$ cat config.mk
export PLATFORM = sky130hd
export DESIGN_NAME = excesso_3_serial_flat
export DESIGN_NICKNAME = d
export VERILOG_FILES = /design/src/rtl/excesso_3_serial_if.sv /design/src/rtl/excesso_3_serial.sv /design/src/flat_wrapper.sv
export SDC_FILE = /design/constraint.sdc
export NUM_CORES = 1
export LEC_CHECK = 0
export CORE_AREA = 3 3 66 68
export CTS_BUF_LIST = sky130_fd_sc_hd__clkbuf_8
export DETAILED_ROUTE_END_ITERATION = 10
export DIE_AREA = 0 0 69 71
export PLACE_DENSITY = 0.8
export SYNTH_ARGS = -nofsm -noshare
export SYNTH_HDL_FRONTEND = slang
export SYNTH_SLANG_ARGS = --single-unit
$ cat constraint.sdc
create_clock -name clk -period 3.1 [get_ports clk]
set_input_delay 0.775 -clock clk [delete_from_list [all_inputs] [get_ports clk]]
set_output_delay 0.775 -clock clk [all_outputs]
set_load 0.01 [all_outputs]
$ cat src/rtl/excesso_3_serial_if.sv
// Handshake bundle for the digit-serial BCD <-> excess-3 converter.
// The master side presents words and takes results; the slave side is the converter.
interface excesso_3_serial_if #(
    parameter int DIGITS = 4
);
    localparam int W = 4 * DIGITS;

    logic              in_valid;
    logic              in_ready;
    logic              mode;
    logic [W-1:0]      data_in;
    logic              out_valid;
    logic              out_ready;
    logic [W-1:0]      data_out;
    logic              err;
    logic [DIGITS-1:0] err_mask;

    modport master (
        output in_valid,
        input  in_ready,
        output mode,
        output data_in,
        input  out_valid,
        output out_ready,
        input  data_out,
        input  err,
        input  err_mask
    );

    modport slave (
        input  in_valid,
        output in_ready,
        input  mode,
        input  data_in,
        output out_valid,
        input  out_ready,
        output data_out,
        output err,
        output err_mask
    );
endinterface

$ cat src/rtl/excesso_3_serial.sv
// Digit-serial converter between packed BCD 8421 and excess-3 words.
// One digit per clock, least-significant first; invalid digits become 4'hF
// and are flagged per position without stopping the conversion.
module excesso_3_serial #(
    parameter int DIGITS = 4
) (
    input  logic                clk,
    input  logic                rst,
    excesso_3_serial_if.slave   bus
);
    localparam int W  = 4 * DIGITS;
    localparam int IW = $clog2(DIGITS + 1);
    localparam logic [IW-1:0] LAST = IW'(DIGITS - 1);

    typedef enum logic [1:0] {
        IDLE,
        CONV,
        DONE
    } state_t;

    state_t            state;
    state_t            state_next;
    logic [IW-1:0]     idx;
    logic [W-1:0]      word;
    logic              mode_q;
    logic [W-1:0]      data_out_q;
    logic [DIGITS-1:0] err_mask_q;
    logic [3:0]        digit;
    logic [3:0]        result;
    logic              bad;
    logic              accept;

    assign bus.in_ready  = (state == IDLE) && !rst;
    assign bus.out_valid = (state == DONE);
    assign bus.data_out  = data_out_q;
    assign bus.err_mask  = err_mask_q;
    assign bus.err       = |err_mask_q;
    assign accept        = bus.in_valid && bus.in_ready;

    // Convert the digit currently selected by idx; out-of-range codes map to 4'hF.
    always_comb begin
        digit  = 4'(word >> (4 * idx));
        result = 4'hF;
        bad    = 1'b1;
        if (!mode_q) begin
            if (digit <= 4'd9) begin
                result = digit + 4'd3;
                bad    = 1'b0;
            end
        end else begin
            if ((digit >= 4'd3) && (digit <= 4'd12)) begin
                result = digit - 4'd3;
                bad    = 1'b0;
            end
        end
    end

    // Next-state logic: accept in IDLE, walk the digits in CONV, hold results in DONE.
    always_comb begin
        state_next = state;
        case (state)
            IDLE: if (accept) state_next = CONV;
            CONV: if (idx == LAST) state_next = DONE;
            DONE: if (bus.out_ready) state_next = IDLE;
            default: state_next = IDLE;
        endcase
    end

    // State register; reset abandons any word in flight.
    always_ff @(posedge clk) begin
        if (rst) begin
            state <= IDLE;
        end else begin
            state <= state_next;
        end
    end

    // Datapath: capture the word on accept, then OR one converted digit per cycle into the result.
    always_ff @(posedge clk) begin
        if (rst) begin
            idx        <= '0;
            word       <= '0;
            mode_q     <= 1'b0;
            data_out_q <= '0;
            err_mask_q <= '0;
        end else begin
            case (state)
                IDLE: begin
                    if (accept) begin
                        word       <= bus.data_in;
                        mode_q     <= bus.mode;
                        data_out_q <= '0;
                        err_mask_q <= '0;
                        idx        <= '0;
                    end
                end
                CONV: begin
                    data_out_q <= data_out_q | (W'(result) << (4 * idx));
                    err_mask_q <= err_mask_q | (DIGITS'(bad) << idx);
                    idx        <= idx + 1'b1;
                end
                default: begin
                end
            endcase
        end
    end
endmodule

$ cat src/flat_wrapper.sv
// flat-port wrapper written by rule: the top's interface ports become plain ports
module excesso_3_serial_flat 
#(
    parameter int DIGITS = 4
)
  (clk, rst, bus_in_valid, bus_in_ready, bus_mode, bus_data_in, bus_out_valid, bus_out_ready, bus_data_out, bus_err, bus_err_mask);
  excesso_3_serial_if #(.DIGITS(DIGITS)) bus_i ();
  input  logic clk;
  input  logic rst;
  input wire logic [$bits(bus_i.in_valid)-1:0] bus_in_valid;
  output wire logic [$bits(bus_i.in_ready)-1:0] bus_in_ready;
  input wire logic [$bits(bus_i.mode)-1:0] bus_mode;
  input wire logic [$bits(bus_i.data_in)-1:0] bus_data_in;
  output wire logic [$bits(bus_i.out_valid)-1:0] bus_out_valid;
  input wire logic [$bits(bus_i.out_ready)-1:0] bus_out_ready;
  output wire logic [$bits(bus_i.data_out)-1:0] bus_data_out;
  output wire logic [$bits(bus_i.err)-1:0] bus_err;
  output wire logic [$bits(bus_i.err_mask)-1:0] bus_err_mask;
  assign bus_i.in_valid = bus_in_valid;
  assign bus_in_ready = bus_i.in_ready;
  assign bus_i.mode = bus_mode;
  assign bus_i.data_in = bus_data_in;
  assign bus_out_valid = bus_i.out_valid;
  assign bus_i.out_ready = bus_out_ready;
  assign bus_data_out = bus_i.data_out;
  assign bus_err = bus_i.err;
  assign bus_err_mask = bus_i.err_mask;
  excesso_3_serial #(.DIGITS(DIGITS)) u_core (.clk(clk), .rst(rst), .bus(bus_i));
endmodule
Word level (Yosys, flattened, before mapping). Cells that the tools add are included.

Flip-flop bits (word level): 42. Input bits: 21. Output and inout bits: 23. Logic and storage cells: 49.

Add/subtract/negate cells: 3. $lt $le $gt $ge: 3. Equal/unequal tests: 6. Shift operators: 3. Muxes and demuxes: 16. Bitwise logic cells: 2. Reductions and logical operators: 10.

Operators with widths (number): 16-bit one-hot mux with 2 select lines (1); 16-bit two-way mux (1); 4-bit two-way mux (4); 16-bit bitwise OR (1); 4-bit by 5-bit left shift with 16-bit output (1); 16-bit by 5-bit right shift with 4-bit output (1); 4-bit less-or-equal comparator, second input constant (2); 4-bit one-hot mux with 2 select lines (1); 2-bit two-way mux (3); 2-bit by 1-bit != test with 1-bit output, second input constant (3); 2-bit one-hot mux with 3 select lines (1); 3-bit one-hot mux with 2 select lines (1); 4-bit by 2-bit adder with 4-bit output, second input constant (1); 4-bit by 2-bit greater-or-equal comparator with 1-bit output, second input constant (1); 4-bit bitwise OR (1); 2-bit AND reduction (2); 4-bit OR reduction (1); 1-bit by 3-bit left shift with 4-bit output (1); 4-bit by 2-bit subtractor with 4-bit output, second input constant (1); 3-bit by 1-bit adder with 3-bit output, second input constant (1); 3-bit by 2-bit == test with 1-bit output, second input constant (1); 1-bit logical AND (3); 1-bit two-way mux (3); 3-bit two-way mux (1); 6 further kinds (6).

Depth between registers and ports, before layout. Gate-level depths: netlist of the first run.

Word-level depth: 8. Depth in mapped cells: 10. Gate-level depth less buffers: 9.

Least setup slack after synthesis of the first run. No wires, ideal clock.

Path kind: register -> register. Start: reg u_core.idx[0]. End: reg u_core.data_out_q[11] (netlist: u_core.bus.data_out[11]). Library setup time: 0.117 ns. Data arrival time: 2.596 ns. Required time: 2.983 ns. Path slack: 0.387 ns. Stages on the path, launching flop included: 11. Buffers on the path: 1. Period minus slack after synthesis: 2.713 ns. Path through: dfxtp_1 > buf_2 > mux4_2 > and2_1 > inv_1 > ha_1 > or3_1 > o221a_2 > o21ai_2 > or3_4 > a32o_1.

Cells in the longest elaborated chain, start to end: 8. Elaborated cells on any way between the ends: 13. Classes of those cells: add/sub: 2; order compare: 3; shift: 2; mux: 4; bitwise: 1; reduce/logical: 1.

RTL lines: start, declared (line excesso_3_serial.sv:23) `logic [IW-1:0] idx;`; start signal, assigned (line excesso_3_serial.sv:100) `idx <= idx + 1'b1;`; 16-bit by 5-bit right shift with 4-bit output (line excesso_3_serial.sv:42) `digit = 4'(word >> (4 * idx));`; 4-bit by 2-bit greater-or-equal comparator with 1-bit output / 4-bit less-or-equal comparator (equally long branches) (line excesso_3_serial.sv:51) `if ((digit >= 4'd3) && (digit <= 4'd12)) begin`; 1-bit logical AND (line excesso_3_serial.sv:51); 4-bit two-way mux (line excesso_3_serial.sv:51); 4-bit two-way mux (line excesso_3_serial.sv:45) `if (!mode_q) begin`; 4-bit by 5-bit left shift with 16-bit output * (line excesso_3_serial.sv:98) `data_out_q <= data_out_q | (W'(result) << (4 * idx));`; 16-bit bitwise OR * (line excesso_3_serial.sv:98); 16-bit one-hot mux with 2 select lines * (line excesso_3_serial.sv:87) `case (state)`; end signal, assigned (line excesso_3_serial.sv:98); end, declared (line excesso_3_serial.sv:26) `logic [W-1:0] data_out_q;`.

Mark *: on every way between the ends. The rest lies on a longest branch, timed or not. A chain may end at the register's enable or synchronous reset.

Final worst setup path of the first run.
Start: in rst. End: out bus_in_ready.

Cells in the longest elaborated chain, start to end: 2.

RTL lines: start, declared (line flat_wrapper.sv:9) `input logic rst;`; 1-bit logical NOT (line excesso_3_serial.sv:33) `assign bus.in_ready = (state == IDLE) && !rst;`; 1-bit logical AND (line excesso_3_serial.sv:33); end, declared (line flat_wrapper.sv:11) `output wire logic [$bits(bus_i.in_ready)-1:0] bus_in_ready;`.

No other way between the ends.

==> metrics.md, run 1 <==
| Metric | Value |
|---|---|
| Post-DP HPWL | 3122 µm |
| Cells after Synth | 225 |
| Synth Cell Area | 1968 µm² |
| Sequential share of the synthesized area | 42.72% |
| Critical path peak fanout | 3 |
| Layout Nets | 292 |
| Final Cycle Share | 90.40% |
| Layout cells sized above 1 | 7.491% |
| DR iter-0 viols | 112 |
| WHS | 0.4511 ns |
| Top cell type's share of synthesized area | 42.72% |
| Worst Setup End Kind | output pin |
| Die height | 71 µm |
| Library cells used by synthesis | 44 |
| Post-CTS setup buffer count | 0 |
| Clk_lat worst skew | 0.29 ns |
| Largest family of logic cells by synthesized area | simple AND/OR/NAND/NOR gates |
| Seq cells post-synth | 42 |
| # placed instances | 309 |
| RSZ-0062 raised after global routing | no |
| VDD IR max | 0.3075 mV |
| Max_cap viols | 0 |
| Most common cell after layout, fill and taps aside | nand2_1 |
| Compound-Gate Fraction of Synth Area | 15.77% |
| Simple-gate share of the synthesized area | 26.13% |
| Area of the die | 4899 µm² |
| EDFF count, synth | 0 |
| Max-slew headroom | 59.08% |
| R2R Path End | u_core.bus.data_out[1] |
| Hold path startpoint | u_core.bus.data_out[5] |
| Most frequent cells in the layout | nand2_1 (53), clkdlybuf4s50_1 (43), dfxtp_1 (42), nand3b_1 (16), nor2_1 (16) |
| Post-synthesis net count | 251 |
| Gpl congestion | 0.8395 |
| Clock Sink Count | 42 |
| Vias per inst | 5.486 |
| Row cnt | 23 |
| Htree depth | 2 |
| DRT Pass-1 Iters | 4 |
| DR vias | 1739 |
| Worst Clk Skew | 0.006782 ns |
| Inserted Diodes | 0 |
| Setup TNS Final | 0 ns |
| Slew @ Worst Pin | 0.6124 ns |
| XOR/XNOR share of the synthesized area | 0.4450% |
| Worst-path clk slew | 0.08 ns |
| Core Area | 3914 µm² |
| Total grt overflow | 0 |
| Worst Path Arrival | 2.03 ns |
| Num CTS Buffers | 5 |
| Layout Cells excl Fill | 317 |
| Synth Area in Adders | 3.179% |
| Pleak | 1.028 nW |
| Port Buffers | 43 |
| Fmax | 356.8 MHz |
| CP Launch Type | primary input |
| Fin. Hold Viols | 0 |
| Area leader, netlist | dfxtp_1 |
| Worst reg2reg path depth | 9 |
| Root Buffer | clkbuf_8 |
| Core Util, Final | 64.67% |
| Reg-to-reg slack, setup | 0.31 ns |
| Synth warn | 0 |
| Setup violators final | 0 |
| Routed Antenna Nets | 0 |
| Worst Hold Depth | 2 |
| Vias in the first global route | 1572 |
| Setup ws final | 0.2976 ns |
| Antenna violations before repair | 0 |
| Async SR Flop Fraction | 0% |
| Initial core utilization | 50.29% |
| CTS tree | yes |
| Total track usage | 17.14% |
| I/O Pins | 44 |
| Req. time, crit path | 2.32 ns |
| Hold path endpoint | u_core.bus.data_out[5] |
| Die width | 69 µm |
| Hold Path Class | reg2reg |
| Mux contribution to synthesized area | 7.629% |
| Largest net degree at the start of global routing | 28 |
| Critical path class | in2out |
| Tmin final | 2.802 ns |
| Max clock buf depth | 2 |
| Max-slew violations | 0 |
| Drt drc | 0 |
| Layout area overhead | 28.61% |
| Critical R2R Launch | u_core.idx[1] |
| Number of cells upsized or downsized after cts | 0 |
| Avg Inst Size Synth | 8.747 µm² |
| First-pass GRT wire length | 6934 µm |
| CTS Hold Bufs | 0 |
| Wire per inst | 13.32 µm |
| DRT Wirelength | 4221 µm |
| Largest cells by area after synthesis | dfxtp_1 (43%), nand2_1 (10%), nand3b_1 (6.1%), ha_1 (3.2%), nor2_1 (3.1%) |
| PD cells | 444.7 nW/µm² |
| Worst slack at placement | 0.3049 ns |
| Outcome | finished clean |
| Top_reg_cell synth | dfxtp_1 |
worst max path at each step:
| stage | depth (start not counted) | endpoint | from |
|---|---|---|---|
| floorplan | 10 | u_core.bus.data_out[11] | u_core.idx[0] |
| global placement | 3 | bus_in_ready | rst |
| detailed placement | 3 | bus_in_ready | rst |
| CTS | 3 | bus_in_ready | rst |
| global route | 9 | u_core.bus.data_out[1] | u_core.idx[1] |
| finish | 3 | bus_in_ready | rst |
Yosys cell counts (3+ instances only):
cell and count:
nand2_1 53, dfxtp_1 42, nand3b_1 16, nor2_1 16, o21ai_0 10, clkbuf_1 9
inv_1 9, a21oi_1 5, ha_1 5, o21ai_1 5, a22oi_1 4, a32o_1 4
a32oi_1 4, nor2b_1 4, mux2i_1 3
power by group:
| group | switching [W] | internal (W) |
|---|---|---|
| registers | 0.0000184 | 0.000563 |
| logic | 0.0000927 | 0.0000893 |
| clock network | 0.000184 | 0.000179 |
area by class of cell:
cell class,count,area (µm²)
clock buffer,6,82.58
sequential,42,840.8
clock inverter,2,12.51
inverter,9,33.78
multi-input combinational,162,1046
fill,355,1383
tap,50,62.56
timing repair buffer,46,452.9
per-stage QoR:
stage	area [µm²]	total power, W
after global routing	2531	0.001170
after CTS	2531	0.001132
final	2531	0.001126
after floorplan	1968	0.0007051
after detailed placement	2436	0.0007737
after global placement	2436	0.0007702
worst max-delay path, cell delays in order:
cell and delay (ns):
clkdlybuf4s50_1 0.41, nor3_1 0.24, clkdlybuf4s50_1 0.60
kinds of logic after synthesis:
group                      after synthesis
adders and majority gates                5
and+or+nand+nor                        105
muxes                                    9
buffers and inverters                   21
DFF                                     42
xor gates and xnor gates                 1
AOI/OAI and AO/OA                       42
routing by layer:
metal	GRT usage, %	up-vias	wire length, µm
met5	0	-	0
met2	29.03	53	1986
li1	-	869	-
met1	21.80	807	1980
met4	5.857	0	58
met3	3.551	10	195
state kept, by name (all words and copies together) (netlist names):
signal and count:
u_core.bus.data_out 16, u_core.mode_q 1, u_core.idx 3, u_core.word 16
u_core.bus.err_mask 4, u_core.state 2
No activity file was read; power rests on OpenSTA's default activity.
==> inputs of run 2 (changes only) <==
--- a/config.mk
+++ b/config.mk
@@ -9,7 +9,7 @@
 export CTS_BUF_LIST = sky130_fd_sc_hd__clkbuf_8
 export DETAILED_ROUTE_END_ITERATION = 10
 export DIE_AREA = 0 0 69 71
-export PLACE_DENSITY = 0.8
+export PLACE_DENSITY = 0.9
 export SYNTH_ARGS = -nofsm -noshare
 export SYNTH_HDL_FRONTEND = slang
 export SYNTH_SLANG_ARGS = --single-unit
==> run 2 against run 1 <==
  * Maximum frequency fell by 0.64%
  * Via count fell by 0.12%
  * Final cell count did not move
  * Hold slack improved by 0.0017 ns
  * Combinational power barely moved
  * Sequential cell count did not move
  * Core utilization did not move
  * Clock power barely moved
  * Critical endpoint unchanged
  * Largest power group unchanged
==> metrics.md, run 2 (synthesis results as in run 1) <==
| Metric | Value |
|---|---|
| Outcome | finished clean (unchanged) |
| Layout cells sized above 1 | 7.491% (unchanged) |
| Worst Path Arrival | 2.05 ns (was 2.03 ns) |
| Drt drc | 0 (unchanged) |
| Worst slack at placement | 0.2942 ns (was 0.3049 ns) |
| Routed Antenna Nets | 0 (unchanged) |
| Area of the die | 4899 µm² (unchanged) |
| Row cnt | 23 (unchanged) |
| First-pass GRT wire length | 7058 µm (was 6934 µm) |
| Setup violators final | 0 (unchanged) |
| Port Buffers | 43 (unchanged) |
| Pleak | 1.028 nW (unchanged) |
| CTS tree | yes (unchanged) |
| Critical path peak fanout | 3 (unchanged) |
| Worst Clk Skew | 0.004098 ns (was 0.006782 ns) |
| Setup TNS Final | 0 ns (unchanged) |
| RSZ-0062 raised after global routing | no (unchanged) |
| Max-slew violations | 0 (unchanged) |
| Clock Sink Count | 42 (unchanged) |
| WHS | 0.4528 ns (was 0.4511 ns) |
| Die height | 71 µm (unchanged) |
| Largest net degree at the start of global routing | 28 (unchanged) |
| Slew @ Worst Pin | 0.6252 ns (was 0.6124 ns) |
| VDD IR max | 0.3842 mV (was 0.3075 mV) |
| Worst Setup End Kind | output pin (unchanged) |
| Setup ws final | 0.2796 ns (was 0.2976 ns) |
| DRT Wirelength | 4122 µm (was 4221 µm) |
| Gpl congestion | 0.8344 (was 0.8395) |
| Number of cells upsized or downsized after cts | 0 (unchanged) |
| Core Area | 3914 µm² (unchanged) |
| CTS Hold Bufs | 0 (unchanged) |
| Htree depth | 2 (unchanged) |
| DR iter-0 viols | 112 (unchanged) |
| Wire per inst | 13.00 µm (was 13.32 µm) |
| Most frequent cells in the layout | nand2_1 (53), clkdlybuf4s50_1 (43), dfxtp_1 (42), nand3b_1 (16), nor2_1 (16) (unchanged) |
| Total track usage | 17.66% (was 17.14%) |
| Inserted Diodes | 0 (unchanged) |
| Tmin final | 2.820 ns (was 2.802 ns) |
| Max_cap viols | 0 (unchanged) |
| Max-slew headroom | 58.22% (was 59.08%) |
| Total grt overflow | 0 (unchanged) |
| Vias per inst | 5.479 (was 5.486) |
| Clk_lat worst skew | 0.30 ns (was 0.29 ns) |
| Antenna violations before repair | 0 (unchanged) |
| Num CTS Buffers | 5 (unchanged) |
| Fin. Hold Viols | 0 (unchanged) |
| Worst-path clk slew | 0.08 ns (about the same) |
| Root Buffer | clkbuf_8 (unchanged) |
| Layout area overhead | 28.61% (unchanged) |
| DR vias | 1737 (was 1739) |
| Final Cycle Share | 90.98% (was 90.40%) |
| PD cells | 444.4 nW/µm² (was 444.7 nW/µm²) |
| Die width | 69 µm (unchanged) |
| CP Launch Type | primary input (unchanged) |
| Post-DP HPWL | 3099 µm (was 3122 µm) |
| DRT Pass-1 Iters | 4 (unchanged) |
| Fmax | 354.6 MHz (was 356.8 MHz) |
| Most common cell after layout, fill and taps aside | nand2_1 (unchanged) |
| Hold Path Class | reg2reg (unchanged) |
| Initial core utilization | 50.29% (unchanged) |
| Req. time, crit path | 2.32 ns (about the same) |
| Max clock buf depth | 2 (unchanged) |
| Layout Nets | 292 (unchanged) |
| I/O Pins | 44 (unchanged) |
| Vias in the first global route | 1626 (was 1572) |
| Critical path class | in2out (unchanged) |
| Post-CTS setup buffer count | 0 (unchanged) |
==> run 2: cell counts in the layout (fill, tap and decap cells not counted) <==
No cell type changed its count.
==> run 2: path summary, 6_finish.rpt <==
check / start / to / slack (ns) / depth (start not counted)
max: rst / bus_in_ready / 0.28 / 3
min: u_core.bus.data_out[1] / u_core.bus.data_out[1] / 0.45 / 2
max reg2reg: u_core.idx[1] / u_core.bus.data_out[9] / 0.33 / 9
min reg2reg: u_core.bus.data_out[1] / u_core.bus.data_out[1] / 0.45 / 2
==> run 2: power breakdown <==
part           leakage, nW  switching, W  internal [W]
logic                0.639     0.0000908     0.0000892
clock network       0.0472      0.000185      0.000179
registers            0.342     0.0000190      0.000563
==> run 2: metal layers <==
layer	GRT usage, %	part of all wire (%)	vias to the layer above
met4	7.809	1.3	0
met2	30.19	49	44
met3	4.261	5.4	7
met5	0	0	-
li1	-	-	873
met1	21.14	44	813
==> run 2: cell type report <==
| cell class | instances | area (µm²) |
|---|---|---|
| well taps | 50 | 62.56 |
| flip-flops and latches | 42 | 840.8 |
| repair buffers | 46 | 452.9 |
| clock buffers | 6 | 82.58 |
| fillers | 328 | 1383 |
| multi-input cells | 162 | 1046 |
| clock inverters | 2 | 12.51 |
| inverters | 9 | 33.78 |
==> run 2: worst max-delay path: stages <==
cell and delay, ns:
clkdlybuf4s50_1 0.42, nor3_1 0.25, clkdlybuf4s50_1 0.60
==> run 2: per-stage QoR <==
step	utilization (%)	total power [W]	cell area [µm²]	instances
6_report	64.67	0.001125	2531	317
5_1_grt	64.67	0.001178	2531	317
4_1_cts	64.67	0.001135	2531	317
3_5_place_dp	62.24	0.0007729	2436	309
3_3_place_gp	62.24	0.0007666	2436	309
2_1_floorplan	-	0.0007051	1968	225
